$ cat config.mk
export PLATFORM = sky130hd
export DESIGN_NAME = dpram_access_arbiter
export DESIGN_NICKNAME = d
export VERILOG_FILES = /design/src/rtl/dpram_access_arbiter.sv
export SDC_FILE = /design/constraint.sdc
export NUM_CORES = 1
export LEC_CHECK = 0
export ABC_AREA = 1
export BUFFER_PORTS_ARGS = -buffer_cell sky130_fd_sc_hd__buf_2
export CORE_MARGIN = 2
export CORE_UTILIZATION = 46
export CTS_BUF_LIST = sky130_fd_sc_hd__clkbuf_4 sky130_fd_sc_hd__clkbuf_8
export CTS_CLUSTER_SIZE = 40
export DETAILED_ROUTE_END_ITERATION = 8
export GPL_TIMING_DRIVEN = 0
export PLACE_DENSITY = 0.84
export RECOVER_POWER = 50
export SLEW_MARGIN = 10
export SYNTH_ARGS = -nofsm -noshare
export SYNTH_HDL_FRONTEND = slang
export SYNTH_SLANG_ARGS = --single-unit
$ cat constraint.sdc
create_clock -name clk -period 2 [get_ports clk]
set_input_delay 0.4 -clock clk [delete_from_list [all_inputs] [get_ports clk]]
set_output_delay 0.4 -clock clk [all_outputs]
set_load 0.02 [all_outputs]
$ cat src/rtl/dpram_access_arbiter.sv
// dpram_access_arbiter: shares a true dual-port RAM between requesters A and B.
// After reset it clears the RAM through port A, one word per cycle. It then
// arbitrates same-address collisions so the RAM never sees a write-write or a
// read-during-write on one address. Read data comes back with a strobe, and
// resolved collisions are counted.
//
// Handshake: a requester raises req with we/addr/din and holds all of them
// stable until it sees gnt. The access is accepted on the rising edge where
// req & gnt are both high. gnt is combinational and may drop while req is
// held. A read returns rvalid/dout one cycle after its accepting edge.
module dpram_access_arbiter #(
  parameter int                    DATA_WIDTH = 8,
  parameter int                    ADDR_WIDTH = 4,
  parameter logic [DATA_WIDTH-1:0] INIT_VALUE = '0,
  parameter int                    CNT_WIDTH  = 16
) (
  input  logic                  clk,
  input  logic                  rst_n,
  input  logic                  req_a,
  input  logic                  we_a,
  input  logic [ADDR_WIDTH-1:0] addr_a,
  input  logic [DATA_WIDTH-1:0] din_a,
  input  logic                  req_b,
  input  logic                  we_b,
  input  logic [ADDR_WIDTH-1:0] addr_b,
  input  logic [DATA_WIDTH-1:0] din_b,
  output logic                  gnt_a,
  output logic                  gnt_b,
  output logic                  rvalid_a,
  output logic                  rvalid_b,
  output logic [DATA_WIDTH-1:0] dout_a,
  output logic [DATA_WIDTH-1:0] dout_b,
  output logic                  init_done,
  output logic [CNT_WIDTH-1:0]  conflict_cnt,
  output logic [0:0]            fsm_state,
  output logic                  mem_we_a,
  output logic [ADDR_WIDTH-1:0] mem_addr_a,
  output logic [DATA_WIDTH-1:0] mem_din_a,
  input  logic [DATA_WIDTH-1:0] mem_dout_a,
  output logic                  mem_we_b,
  output logic [ADDR_WIDTH-1:0] mem_addr_b,
  output logic [DATA_WIDTH-1:0] mem_din_b,
  input  logic [DATA_WIDTH-1:0] mem_dout_b
);

  localparam logic [0:0]            ST_INIT   = 1'b0;
  localparam logic [0:0]            ST_RUN    = 1'b1;
  localparam logic [ADDR_WIDTH-1:0] LAST_ADDR = '1;
  localparam logic [CNT_WIDTH-1:0]  CNT_MAX   = '1;

  logic [0:0]            state;
  logic [ADDR_WIDTH-1:0] init_ptr;
  logic                  prio;      // 0: A wins the next collision, 1: B wins
  logic                  run;
  logic                  conflict;

  assign run       = (state == ST_RUN);
  assign init_done = run;
  assign fsm_state = state;

  // A read-read pair to one address is harmless, so it does not count as a collision.
  assign conflict = run & req_a & req_b & (addr_a == addr_b) & (we_a | we_b);
  assign gnt_a    = run & req_a & ~(conflict & prio);
  assign gnt_b    = run & req_b & ~(conflict & ~prio);

  assign dout_a = mem_dout_a;
  assign dout_b = mem_dout_b;

  // Port A carries the clearing sweep during INIT and the granted A access in RUN.
  // The INIT write is held off while reset is asserted.
  always_comb begin
    mem_we_a   = gnt_a & we_a;
    mem_addr_a = addr_a;
    mem_din_a  = din_a;
    if (!run) begin
      mem_we_a   = rst_n;
      mem_addr_a = init_ptr;
      mem_din_a  = INIT_VALUE;
    end
  end

  // Port B is idle during INIT because gnt_b is low there.
  always_comb begin
    mem_we_b   = gnt_b & we_b;
    mem_addr_b = addr_b;
    mem_din_b  = din_b;
  end

  // Init sweep: one word per edge. Switch to RUN after the last address is written.
  always_ff @(posedge clk or negedge rst_n) begin
    if (!rst_n) begin
      state    <= ST_INIT;
      init_ptr <= '0;
    end else if (state == ST_INIT) begin
      init_ptr <= init_ptr + 1'b1;
      if (init_ptr == LAST_ADDR) begin
        state <= ST_RUN;
      end
    end
  end

  // After a collision, priority passes to the loser, so no port stalls more than one cycle.
  // The counter saturates at its maximum value.
  always_ff @(posedge clk or negedge rst_n) begin
    if (!rst_n) begin
      prio         <= 1'b0;
      conflict_cnt <= '0;
    end else if (conflict) begin
      prio <= ~prio;
      if (conflict_cnt != CNT_MAX) begin
        conflict_cnt <= conflict_cnt + 1'b1;
      end
    end
  end

  // rvalid lines up with the RAM's one-cycle registered read.
  always_ff @(posedge clk or negedge rst_n) begin
    if (!rst_n) begin
      rvalid_a <= 1'b0;
      rvalid_b <= 1'b0;
    end else begin
      rvalid_a <= gnt_a & ~we_a;
      rvalid_b <= gnt_b & ~we_b;
    end
  end

endmodule

==> results_dict.tcl <==
set metrics [dict create \
    finalNonFillerCells 412 \
    gr-total-overflow 0 \
    ir_drop_mv 0.241 \
    drt-initial-drc-count 69 \
    maxCapViolCount 0 \
    worst_setup_path_start_kind "flip-flop" \
    crit_chain "buf_6 > nand2_4 > nor2_4 > nand3_2 > nor2_4 > nand3_2 > nand2_2 > nor2_1 > buf_4" \
    setup_slack_ns 0.0613 \
    antenna_found_initial 0 \
    ys.flop_type "dfrtp_1" \
    cts-buffers-inserted 3 \
    grt_pass1_vias 1686 \
    drcViolationCount 0 \
    netlist_instances 271 \
    fmax_ghz 0.516 \
    drive_gt1_frac 0.467 \
    fin_setup_tns_ns 0 \
    die_w_um 68.3 \
    antenna_cells 0 \
    grt_max_degree 26 \
    viasPerCell 4.58 \
    clock_latency_ns 0.27 \
    cp.required_ns 1.60 \
    reg2reg_depth 10 \
    cts.sinks 24 \
    finalHoldViolCount 0 \
    grt_pass1_wl_mm 6.78 \
    place_inst 406 \
    nNetsFinal 411 \
    critPathKind "flip-flop to primary output" \
    clk_pin_slew_worst_paths_ns 0.09 \
    die-area_mm2 0.00466 \
    vias 1889 \
    synth_seq_cells 24 \
    total_power_w 0.00124 \
    routed_wl_mm 4.27 \
    cts_tree "done" \
    power.density_mw_per_mm2 485 \
    fp.dieH_um 68.3 \
    ios 110 \
    syn_nets 319 \
    skew_ns 0.00472 \
    core_mm2 0.00400 \
    synth_edf_count 0 \
    path_max_fanout 6 \
    r2r_slack_ns 0.36 \
    ys_warn_count 0 \
    initial_core_util 0.475 \
    end_kind "primary output" \
    fin_crit_sh 0.969 \
    layout-area-overhead-vs-synth_pct 34.0 \
    grtUsageTotal 0.185 \
    setup_viol 0 \
    dpl_worst_slack_ns 0.187 \
    hpwl_mm 3.37 \
    portBuffers 85 \
    rr_endpoint "conflict_cnt[3]$_DFFE_PN0P_" \
    async_flop_share 1.00 \
    gp_congestion 0.850 \
    rsz0062_at_grt "yes" \
    dr.pass1.iters 6 \
    final_core_util 0.637 \
    tightest_slew_ns 0.539 \
    post_drt_wl_per_cell_um 10.4 \
    critPathMaxStageDelay_ns 0.37 \
    critical_path_arrival_ns 1.54 \
    hp-class "primary input to asynchronous set/reset pin" \
    hold_buffers 0 \
    netlist_area_mm2 0.00190 \
    ant_nets 0 \
    rows 23 \
    clk_path_buf_depth 2 \
    cts_root_buf "clkbuf_8" \
    seq_area_frac_synth 0.316 \
    leakage_nw 1.49 \
    final_max_slew_viol_count 0 \
    r2r_start "conflict_cnt[0]$_DFFE_PN0P_" \
    fin_crit_ns 1.94 \
    slowest_stage "dfrtp_1" \
    htree_levels 1 \
    status "completed" \
    relSlewSlack 0.641 \
    synth_cell_types 21 \
    avgSynthCellArea_um2 7.01 \
]
through the flow:
stage | hold slack, ns | instance area (um^2)
2_1_floorplan | 0.104 | 1900
3_3_place_gp | 0.417 | 2390
3_5_place_dp | 0.415 | 2390
4_1_cts | 0.124 | 2470
5_1_grt | 0.143 | 2550
6_report | 0.102 | 2550
cell usage after synthesis (2+ instances only):
master | count | area share
dfrtp_1 | 24 | 0.32
xnor2_1 | 8 | 0.037
nor2_4 | 4 | 0.024
ha_1 | 2 | 0.013
nand2_2 | 22 | 0.072
buf_4 | 30 | 0.12
nor2_1 | 21 | 0.041
nand3_2 | 3 | 0.016
nand2_1 | 89 | 0.18
xor2_1 | 5 | 0.023
inv_1 | 32 | 0.063
nand3_1 | 12 | 0.032
nand4_1 | 4 | 0.013
o21ai_0 | 4 | 0.011
nand2_4 | 2 | 0.012
inv_2 | 3 | 0.0059
nor2_2 | 2 | 0.0066
worst max-delay path: cells and delay by family (launching register included):
kind / cells / cell delay [ns]
buffers and inverters: 2 / 0.28
AND/OR/NAND/NOR: 7 / 0.64
flip-flops: 1 / 0.37
metal layers:
metal,up-vias,track usage,share of wire
met4,0,0.0525,0.0059
li1,963,-,-
met5,-,0,0
met3,2,0.0115,0.064
met1,854,0.209,0.40
met2,70,0.365,0.53
final cells by class:
class / instances / area [um^2]
fill: 383 / 1450
timing repair buffer: 87 / 462
multi-input combinational: 178 / 952
clock inverter: 1 / 30.0
inverter: 36 / 135
sequential: 24 / 601
clock buffer: 3 / 41.3
buffer: 33 / 264
tap: 50 / 62.6
sequential cells by signal, summed over array words and instances (netlist names):
name / count
conflict_cnt: 16
fsm_state: 1
init_ptr: 4
prio: 1
rvalid_a: 1
rvalid_b: 1
placed cells by master, fill, tap and decap left out:
| cell type | netlist | layout |
|---|---|---|
| nand3_1 | 12 | 8 |
| clkbuf_8 | 0 | 3 |
| nand2_1 | 89 | 86 |
| buf_2 | 0 | 81 |
| nor2_2 | 2 | 2 |
| nor2_4 | 4 | 6 |
| nand2_2 | 22 | 24 |
| buf_4 | 30 | 32 |
| clkinv_1 | 1 | 1 |
| dfrtp_1 | 24 | 24 |
| ha_1 | 2 | 2 |
| clkbuf_1 | 1 | 1 |
| nand2_4 | 2 | 3 |
| inv_1 | 32 | 31 |
| nor2_1 | 21 | 19 |
| nand3_2 | 3 | 7 |
| bufinv_16 | 0 | 1 |
| buf_12 | 1 | 1 |
| buf_6 | 1 | 5 |
| xnor2_1 | 8 | 8 |
| xor2_1 | 5 | 5 |
| o21ai_0 | 4 | 4 |
| inv_2 | 3 | 4 |
| nand4_1 | 4 | 4 |
logic make-up (layout without fill, tap and decap cells):
logic type / after synthesis / after routing / share of synthesized area
XOR/XNOR: 13 / 13 / 0.0599
flip-flops: 24 / 24 / 0.316
AND/OR/NAND/NOR: 159 / 159 / 0.392
AO/OA/AOI/OAI: 4 / 4 / 0.0105
buffers and inverters: 69 / 160 / 0.208
adder cells (fa/ha/maj): 2 / 2 / 0.0132
timing repair:
item	in CTS	in global routing
setup buffers	1	1
setup endpoints to repair	4	4
pin swaps	0	6
gates cloned	0	0
resized for setup	1	20
worst max-delay path by stage:
stage / startpoint / to / slack, ns
5_1_grt: fsm_state$_DFF_PN0_ / mem_we_b / -0.02
4_1_cts: fsm_state$_DFF_PN0_ / gnt_b / 0.03
2_1_floorplan: fsm_state$_DFF_PN0_ / mem_addr_a[0] / 0.25
3_3_place_gp: addr_a[2] / mem_we_b / 0.23
3_5_place_dp: addr_a[2] / gnt_b / 0.19
6_report: fsm_state$_DFF_PN0_ / mem_we_b / 0.06
where the power goes:
| group | switching, W | internal (W) |
|---|---|---|
| logic | 0.000170 | 0.000123 |
| registers | 0.0000186 | 0.000501 |
| clock network | 0.000156 | 0.000267 |
| total | 0.000344 | 0.000891 |
Note: power is estimated with default switching activity, not from simulation.
